$ cat src/rtl/co2_alarm_ctrl_pkg.sv
// Shared encodings and defaults for the CO2 alarm controller and its buzzer generator.
package co2_alarm_pkg;

    localparam logic [1:0] ST_IDLE  = 2'd0;
    localparam logic [1:0] ST_WATCH = 2'd1;
    localparam logic [1:0] ST_ALARM = 2'd2;
    localparam logic [1:0] ST_ACKED = 2'd3;

    localparam logic [1:0] LVL_NONE = 2'd0;
    localparam logic [1:0] LVL_LOW  = 2'd1;
    localparam logic [1:0] LVL_MED  = 2'd2;
    localparam logic [1:0] LVL_HIGH = 2'd3;

    localparam int DEF_WINDOW   = 64;
    localparam int DEF_THRESH   = 3;
    localparam int DEF_BEEP_ON  = 8;
    localparam int DEF_BEEP_OFF = 8;
    localparam int DEF_HOLD     = 32;

    // Counter width for a count of v, never narrower than one bit.
    function automatic int cnt_w(input int v);
        return (v <= 2) ? 1 : $clog2(v);
    endfunction

endpackage

$ cat src/rtl/co2_alarm_ctrl_if.sv
// Detector-side inputs and alarm/status outputs of the CO2 alarm controller.
interface co2_alarm_ctrl_if;
    logic       Z;
    logic       ACK;
    logic       ALARM;
    logic       BUZZER;
    logic [1:0] LEVEL;
    logic [7:0] DET_CNT;

    modport master (output Z, ACK, input ALARM, BUZZER, LEVEL, DET_CNT);
    modport slave  (input Z, ACK, output ALARM, BUZZER, LEVEL, DET_CNT);
endinterface

$ cat src/rtl/co2_beep_gen.sv
// Periodic buzzer: BEEP_ON cycles high then BEEP_OFF low while enabled; restart re-enters the high phase.
// Registered output, one cycle after en/restart; no backpressure.
module co2_beep_gen
    import co2_alarm_pkg::*;
#(
    parameter int BEEP_ON  = DEF_BEEP_ON,
    parameter int BEEP_OFF = DEF_BEEP_OFF
) (
    input  logic CLK,
    input  logic RST,
    input  logic en,
    input  logic restart,
    output logic BUZZER
);

    localparam int PERIOD = BEEP_ON + BEEP_OFF;
    localparam int PW     = cnt_w(PERIOD);
    localparam logic [PW-1:0] LAST   = PW'(PERIOD - 1);
    localparam logic [PW-1:0] ON_LIM = PW'(BEEP_ON);

    logic [PW-1:0] phase_q, phase_d;
    logic          buz_q, buz_d;

    // phase tracks the position of the cycle being presented on BUZZER
    always_comb begin
        phase_d = '0;
        buz_d   = 1'b0;
        if (en) begin
            if (restart || phase_q == LAST) begin
                phase_d = '0;
            end else begin
                phase_d = phase_q + PW'(1);
            end
            buz_d = (phase_d < ON_LIM);
        end
    end

    always_ff @(posedge CLK or negedge RST) begin
        if (!RST) begin
            phase_q <= '0;
            buz_q   <= 1'b0;
        end else begin
            phase_q <= phase_d;
            buz_q   <= buz_d;
        end
    end

    assign BUZZER = buz_q;

endmodule

$ cat src/rtl/co2_alarm_ctrl.sv
// Qualifies CO2 detection pulses into an alarm with buzzer, severity level, ack/hold and lifetime count.
// Outputs registered, 1-cycle latency from the sampling edge; Z and ACK are always accepted (no backpressure).
module co2_alarm_ctrl
    import co2_alarm_pkg::*;
#(
    parameter int WINDOW   = DEF_WINDOW,
    parameter int THRESH   = DEF_THRESH,
    parameter int BEEP_ON  = DEF_BEEP_ON,
    parameter int BEEP_OFF = DEF_BEEP_OFF,
    parameter int HOLD     = DEF_HOLD
) (
    input  logic             CLK,
    input  logic             RST,
    co2_alarm_ctrl_if.slave  bus
);

    localparam int WW = cnt_w(WINDOW);
    localparam int HW = cnt_w(HOLD);
    localparam logic [WW-1:0] WIN_INIT  = WW'(WINDOW - 1);
    localparam logic [HW-1:0] HOLD_INIT = HW'(HOLD - 1);
    localparam logic [3:0]    THR       = 4'(THRESH);

    logic          z_q;
    logic [1:0]    state_q, state_d;
    logic [3:0]    hits_q, hits_d, hits_inc;
    logic [WW-1:0] win_q, win_d;
    logic [HW-1:0] hold_q, hold_d;
    logic          alarm_q, alarm_d;
    logic [1:0]    level_q, level_d, level_inc;
    logic [7:0]    det_cnt_q, det_cnt_d;
    logic          det, beep_restart, beep_en, buzzer;

    assign det       = bus.Z & ~z_q;
    assign hits_inc  = hits_q + 4'(det);
    assign level_inc = (level_q == LVL_HIGH) ? LVL_HIGH : level_q + 2'd1;

    always_comb begin
        state_d      = state_q;
        hits_d       = hits_q;
        win_d        = win_q;
        hold_d       = hold_q;
        alarm_d      = alarm_q;
        level_d      = level_q;
        beep_restart = 1'b0;
        det_cnt_d    = det_cnt_q;
        if (det && det_cnt_q != 8'hFF) begin
            det_cnt_d = det_cnt_q + 8'd1;
        end

        case (state_q)
            ST_IDLE: begin
                hits_d  = '0;
                win_d   = '0;
                hold_d  = '0;
                alarm_d = 1'b0;
                level_d = LVL_NONE;
                if (det) begin
                    state_d = ST_WATCH;
                    hits_d  = 4'd1;
                    win_d   = WIN_INIT;
                end
            end
            ST_WATCH: begin
                // reaching the threshold wins over a same-cycle window expiry
                if (det && hits_inc == THR) begin
                    state_d      = ST_ALARM;
                    alarm_d      = 1'b1;
                    level_d      = LVL_LOW;
                    hits_d       = '0;
                    win_d        = '0;
                    beep_restart = 1'b1;
                end else if (win_q == '0) begin
                    if (det) begin
                        hits_d = 4'd1;
                        win_d  = WIN_INIT;
                    end else begin
                        state_d = ST_IDLE;
                        hits_d  = '0;
                    end
                end else begin
                    hits_d = hits_inc;
                    win_d  = win_q - WW'(1);
                end
            end
            ST_ALARM: begin
                alarm_d = 1'b1;
                if (det) begin
                    level_d = level_inc;
                end
                if (bus.ACK) begin
                    state_d = ST_ACKED;
                    hold_d  = HOLD_INIT;
                end
            end
            ST_ACKED: begin
                alarm_d = 1'b1;
                if (det) begin
                    state_d      = ST_ALARM;
                    level_d      = level_inc;
                    beep_restart = 1'b1;
                end else if (hold_q == '0) begin
                    state_d = ST_IDLE;
                    alarm_d = 1'b0;
                    level_d = LVL_NONE;
                end else begin
                    hold_d = hold_q - HW'(1);
                end
            end
            default: begin
                state_d = ST_IDLE;
                hits_d  = '0;
                win_d   = '0;
                hold_d  = '0;
                alarm_d = 1'b0;
                level_d = LVL_NONE;
            end
        endcase
    end

    always_ff @(posedge CLK or negedge RST) begin
        if (!RST) begin
            z_q       <= 1'b0;
            state_q   <= ST_IDLE;
            hits_q    <= '0;
            win_q     <= '0;
            hold_q    <= '0;
            alarm_q   <= 1'b0;
            level_q   <= LVL_NONE;
            det_cnt_q <= '0;
        end else begin
            z_q       <= bus.Z;
            state_q   <= state_d;
            hits_q    <= hits_d;
            win_q     <= win_d;
            hold_q    <= hold_d;
            alarm_q   <= alarm_d;
            level_q   <= level_d;
            det_cnt_q <= det_cnt_d;
        end
    end

    // buzzer follows the next state so it is high on the very first ALARM cycle
    assign beep_en = (state_d == ST_ALARM);

    co2_beep_gen #(
        .BEEP_ON  (BEEP_ON),
        .BEEP_OFF (BEEP_OFF)
    ) u_beep (
        .CLK     (CLK),
        .RST     (RST),
        .en      (beep_en),
        .restart (beep_restart),
        .BUZZER  (buzzer)
    );

    assign bus.ALARM   = alarm_q;
    assign bus.BUZZER  = buzzer;
    assign bus.LEVEL   = level_q;
    assign bus.DET_CNT = det_cnt_q;

endmodule
$ cat src/flat_wrapper.sv
// flat-port wrapper written by rule: the top's interface ports become plain ports
module co2_alarm_ctrl_flat import co2_alarm_pkg::*;
#(
    parameter int WINDOW   = DEF_WINDOW,
    parameter int THRESH   = DEF_THRESH,
    parameter int BEEP_ON  = DEF_BEEP_ON,
    parameter int BEEP_OFF = DEF_BEEP_OFF,
    parameter int HOLD     = DEF_HOLD
)
  (CLK, RST, bus_Z, bus_ACK, bus_ALARM, bus_BUZZER, bus_LEVEL, bus_DET_CNT);
  co2_alarm_ctrl_if bus_i ();
  input  logic CLK;
  input  logic RST;
  input wire logic [$bits(bus_i.Z)-1:0] bus_Z;
  input wire logic [$bits(bus_i.ACK)-1:0] bus_ACK;
  output wire logic [$bits(bus_i.ALARM)-1:0] bus_ALARM;
  output wire logic [$bits(bus_i.BUZZER)-1:0] bus_BUZZER;
  output wire logic [$bits(bus_i.LEVEL)-1:0] bus_LEVEL;
  output wire logic [$bits(bus_i.DET_CNT)-1:0] bus_DET_CNT;
  assign bus_i.Z = bus_Z;
  assign bus_i.ACK = bus_ACK;
  assign bus_ALARM = bus_i.ALARM;
  assign bus_BUZZER = bus_i.BUZZER;
  assign bus_LEVEL = bus_i.LEVEL;
  assign bus_DET_CNT = bus_i.DET_CNT;
  co2_alarm_ctrl #(.WINDOW(WINDOW), .THRESH(THRESH), .BEEP_ON(BEEP_ON), .BEEP_OFF(BEEP_OFF), .HOLD(HOLD)) u_core (.CLK(CLK), .RST(RST), .bus(bus_i));
endmodule
$ cat config.mk
export PLATFORM = sky130hd
export DESIGN_NAME = co2_alarm_ctrl_flat
export DESIGN_NICKNAME = d
export VERILOG_FILES = /design/src/rtl/co2_alarm_ctrl_pkg.sv /design/src/rtl/co2_alarm_ctrl_if.sv /design/src/rtl/co2_beep_gen.sv /design/src/rtl/co2_alarm_ctrl.sv /design/src/flat_wrapper.sv
export SDC_FILE = /design/constraint.sdc
export NUM_CORES = 1
export LEC_CHECK = 0
export BUFFER_PORTS_ARGS = -buffer_cell sky130_fd_sc_hd__buf_2
export CAP_MARGIN = 10
export CORE_ASPECT_RATIO = 0.7
export CORE_MARGIN = 2
export CORE_UTILIZATION = 55
export CTS_BUF_LIST = sky130_fd_sc_hd__clkbuf_8
export CTS_CLUSTER_SIZE = 12
export DETAILED_ROUTE_END_ITERATION = 10
export PLACE_DENSITY = 0.74
export SYNTH_ARGS = -nofsm -noshare
export SYNTH_HDL_FRONTEND = slang
export SYNTH_SLANG_ARGS = --single-unit
$ cat constraint.sdc
create_clock -name CLK -period 3.2 [get_ports CLK]
set_clock_uncertainty 0.15 [all_clocks]
set_input_delay 0.16 -clock CLK [delete_from_list [all_inputs] [get_ports CLK]]
set_output_delay 0.16 -clock CLK [all_outputs]
set_load 0.03 [all_outputs]
==> reports/results.tsv <==
stage	metric	value	unit
clock_network	cts.htree.levels	2	
clock_network	clock-root-buffer	clkbuf_8	
timing	setup_viol	0	
critical_path	endpoint_kind	register	
critical_path	crit_fanout	14	
synthesis	synth_seq_area_share	0.438	
die	start_util	0.564	
critical_path	crit_type	in2reg	
timing	tightest_slew	732	ps
final_layout	final_cell_mix	34 x dfrtp_1, 17 x inv_1, 17 x o21ai_0	
synthesis	synth_seq_cells	34	
routing	wire_per_inst	13.9	um
routing	drt_first_pass_iters	4	
clock_network	post_cts_buffers	0	
critical_path	critical_path.max_stage_delay	530	ps
clock_network	cts_tree	built	
timing	finalHoldViolations	0	
critical_path	required	3250	ps
critical_path	cp_top_family	buffers and inverters	
critical_path	critPathBufInv	3	
synthesis	synth-main-ff-cell	dfrtp_1	
pwr	peakVddDrop	497	uV
synthesis	async_flop_share	1.00	
run	cap_violations	0	
routing	dr_total_vias	1558	
global_route	track_usage	0.213	
global_route	antenna_found_initial	0	
clock_network	clock_path_buffers	2	
timing	tns	0	ps
critical_path	crit_path_start_kind	input port	
synthesis	yosysWarningCount	0	
clock_network	cts.clk_slew.worst_paths	70	ps
global_route	grt_max_degree	35	
timing	min_period	2900	ps
die	io_pins	16	
placed_design	hpwl	2.68	mm
synthesis	synth.area.top_cells	dfrtp_1 44%, ha_1 7.7%, o21ai_0 4.4%	
global_route	grt_overflow	0	
routing	routed_wl	3.78	mm
routing	antenna_left	0	
clock_network	cts_inserted_buffers	5	
final_layout	syn2layout_area_growth	11.8	%
pwr	power	2.23	mW
synthesis	syn-num-nets	219	
clock_network	clkLatencyLatePin	290	ps
critical_path	cp_data_arrival_time	2950	ps
critical_path	critPathSlowestCell	dlygate4sd3_1	
final_layout	n_antenna_cell	0	
synthesis	netlist_area	1940	um^2
synthesis	yosys.area.top_type_share	0.438	
final_layout	nets	237	
synthesis	syn_area_per_cell	9.57	um^2
global_route	grt_pass1_vias	1430	
synthesis	synth_edf_count	0	
pwr	p_leak	1.06	nW
placed_design	gp_congestion	0.877	
clock_network	cts.sinks	34	
die	die_area	4030	um^2
routing	drc_errors	0	
global_route	grt_pass1_wl	6.38	mm
synthesis	synth_top_cell_by_area	dfrtp_1	
placed_design	numPortBuffers	15	
final_layout	final_common_cell	dfrtp_1	
die	die_y	53.7	um
critical_path	path_cells	dlygate4sd3_1, buf_2, nand2b_2, inv_1, ha_1, ha_1, xor2_1, nor3_1, a21bo_2, o21ai_1, nor3_1	
synthesis	netlist_instances	203	
final_layout	drive_gt1_frac	0.149	
timing	slew_viol_final	0	
die	die_w	75.0	um
routing	drt_iter0_markers	64	
die	rows	18	
hold_path	hp-class	in2reg	
timing	slew_headroom	0.512	
timing	rsz0062_at_grt	false	
pwr	p_per_area	1020	nW/um^2
die	core	3450	um^2
synthesis	synth.distinct_cells	42	
routing	vias_per_cell	5.73	
timing	min_period_over_period	0.907	
outcome	status	completed	
timing	fmax	345	MHz
==> cell usage after synthesis, types with 2 or more instances <==
library cell / instances
and3_1: 4
buf_2: 3
clkbuf_1: 4
mux2i_1: 2
xor2_1: 5
o21ai_0: 17
nor2b_1: 3
mux2_2: 2
dfrtp_1: 34
ha_1: 12
a22oi_1: 4
inv_1: 16
a21bo_2: 2
nand3_1: 8
a21oi_1: 10
a31oi_1: 6
nor3_1: 10
nand2_1: 15
a41oi_1: 2
a21o_1: 7
nand2b_1: 2
nor2_1: 10
xnor2_1: 6
==> kinds of logic (layout without fill, tap and decap cells) <==
kind of cell,count (synthesis),in the layout,share of synthesized area
buffers and inverters,23,42,0.0464
AOI/OAI and AO/OA,59,59,0.207
and+or+nand+nor,60,60,0.160
DFF,34,34,0.438
xor gates and xnor gates,11,11,0.0496
muxes,4,4,0.0219
adders and majority gates,12,12,0.0773
==> power breakdown <==
| group | total, mW | internal (mW) | switching [mW] |
|---|---|---|---|
| combinational | 1.17 | 0.474 | 0.697 |
| sequential | 0.733 | 0.586 | 0.147 |
| clock | 0.322 | 0.170 | 0.152 |
| total | 2.23 | 1.23 | 0.996 |
==> sequential cells by signal (all words and copies together), names as in the netlist <==
signal,flops
u_core.bus.ALARM,1
u_core.bus.LEVEL,2
u_core.u_beep.phase_q,4
u_core.u_beep.BUZZER,1
u_core.win_q,6
u_core.hits_q,4
u_core.z_q,1
u_core.state_q,2
u_core.bus.DET_CNT,8
u_core.hold_q,5
==> through the flow <==
stage / cells / setup slack (ps) / util / hold slack (ps) / instance area [um^2]
2_1_floorplan: 203 / 664 / - / -286 / 1940
3_3_place_gp: 262 / 578 / 0.597 / 102 / 2060
3_5_place_dp: 262 / 343 / 0.597 / 111 / 2060
4_1_cts: 272 / 163 / 0.630 / 170 / 2170
5_1_grt: 272 / 151 / 0.630 / 211 / 2170
6_report: 272 / 299 / 0.630 / 174 / 2170
==> final timing paths <==
kind                                       start  depth (start not counted)  slack, ps                  endpoint
setup / recovery                           bus_Z                         11        300  u_core.u_beep.phase_q[0]
hold / removal                           bus_ACK                          4        170          u_core.hold_q[4]
setup reg to reg                      u_core.z_q                          9        460  u_core.u_beep.phase_q[0]
hold reg to reg            u_core.bus.DET_CNT[6]                          1        330     u_core.bus.DET_CNT[6]
max in group asynchronous                    RST                          2       2110           u_core.win_q[3]
min in group asynchronous                    RST                          2        320           u_core.win_q[5]
==> area by class of cell <==
type	count	area, um^2
clock buffers	6	82.6
clock inverters	2	8.76
fillers	312	1270
inverters	16	60.1
multi-input cells	146	1000
flip-flops and latches	34	851
well taps	50	62.6
repair buffers	18	103
==> worst reg2reg max path, delay by kind of cell (launching register included) <==
| kind | cells | cell delay [ps] |
|---|---|---|
| flip-flops | 1 | 320 |
| buffers and inverters | 1 | 130 |
| AND/OR/NAND/NOR | 3 | 770 |
| adder cells (fa/ha/maj) | 2 | 470 |
| XOR/XNOR | 1 | 170 |
| AO/OA/AOI/OAI | 2 | 630 |
==> metal layers <==
metal / track usage / wire length (um)
met4: 0.0952 / 64
met1: 0.279 / 1850
met5: 0 / 0
met2: 0.339 / 1750
met3: 0.0506 / 121
==> what timing repair did <==
action                     4_1_cts  5_1_grt
hold buffers                     2        0
resized for setup                0        1
setup endpoints to repair        0        5
hold endpoints to repair        35        0
Note: power is estimated with default switching activity, not from simulation.
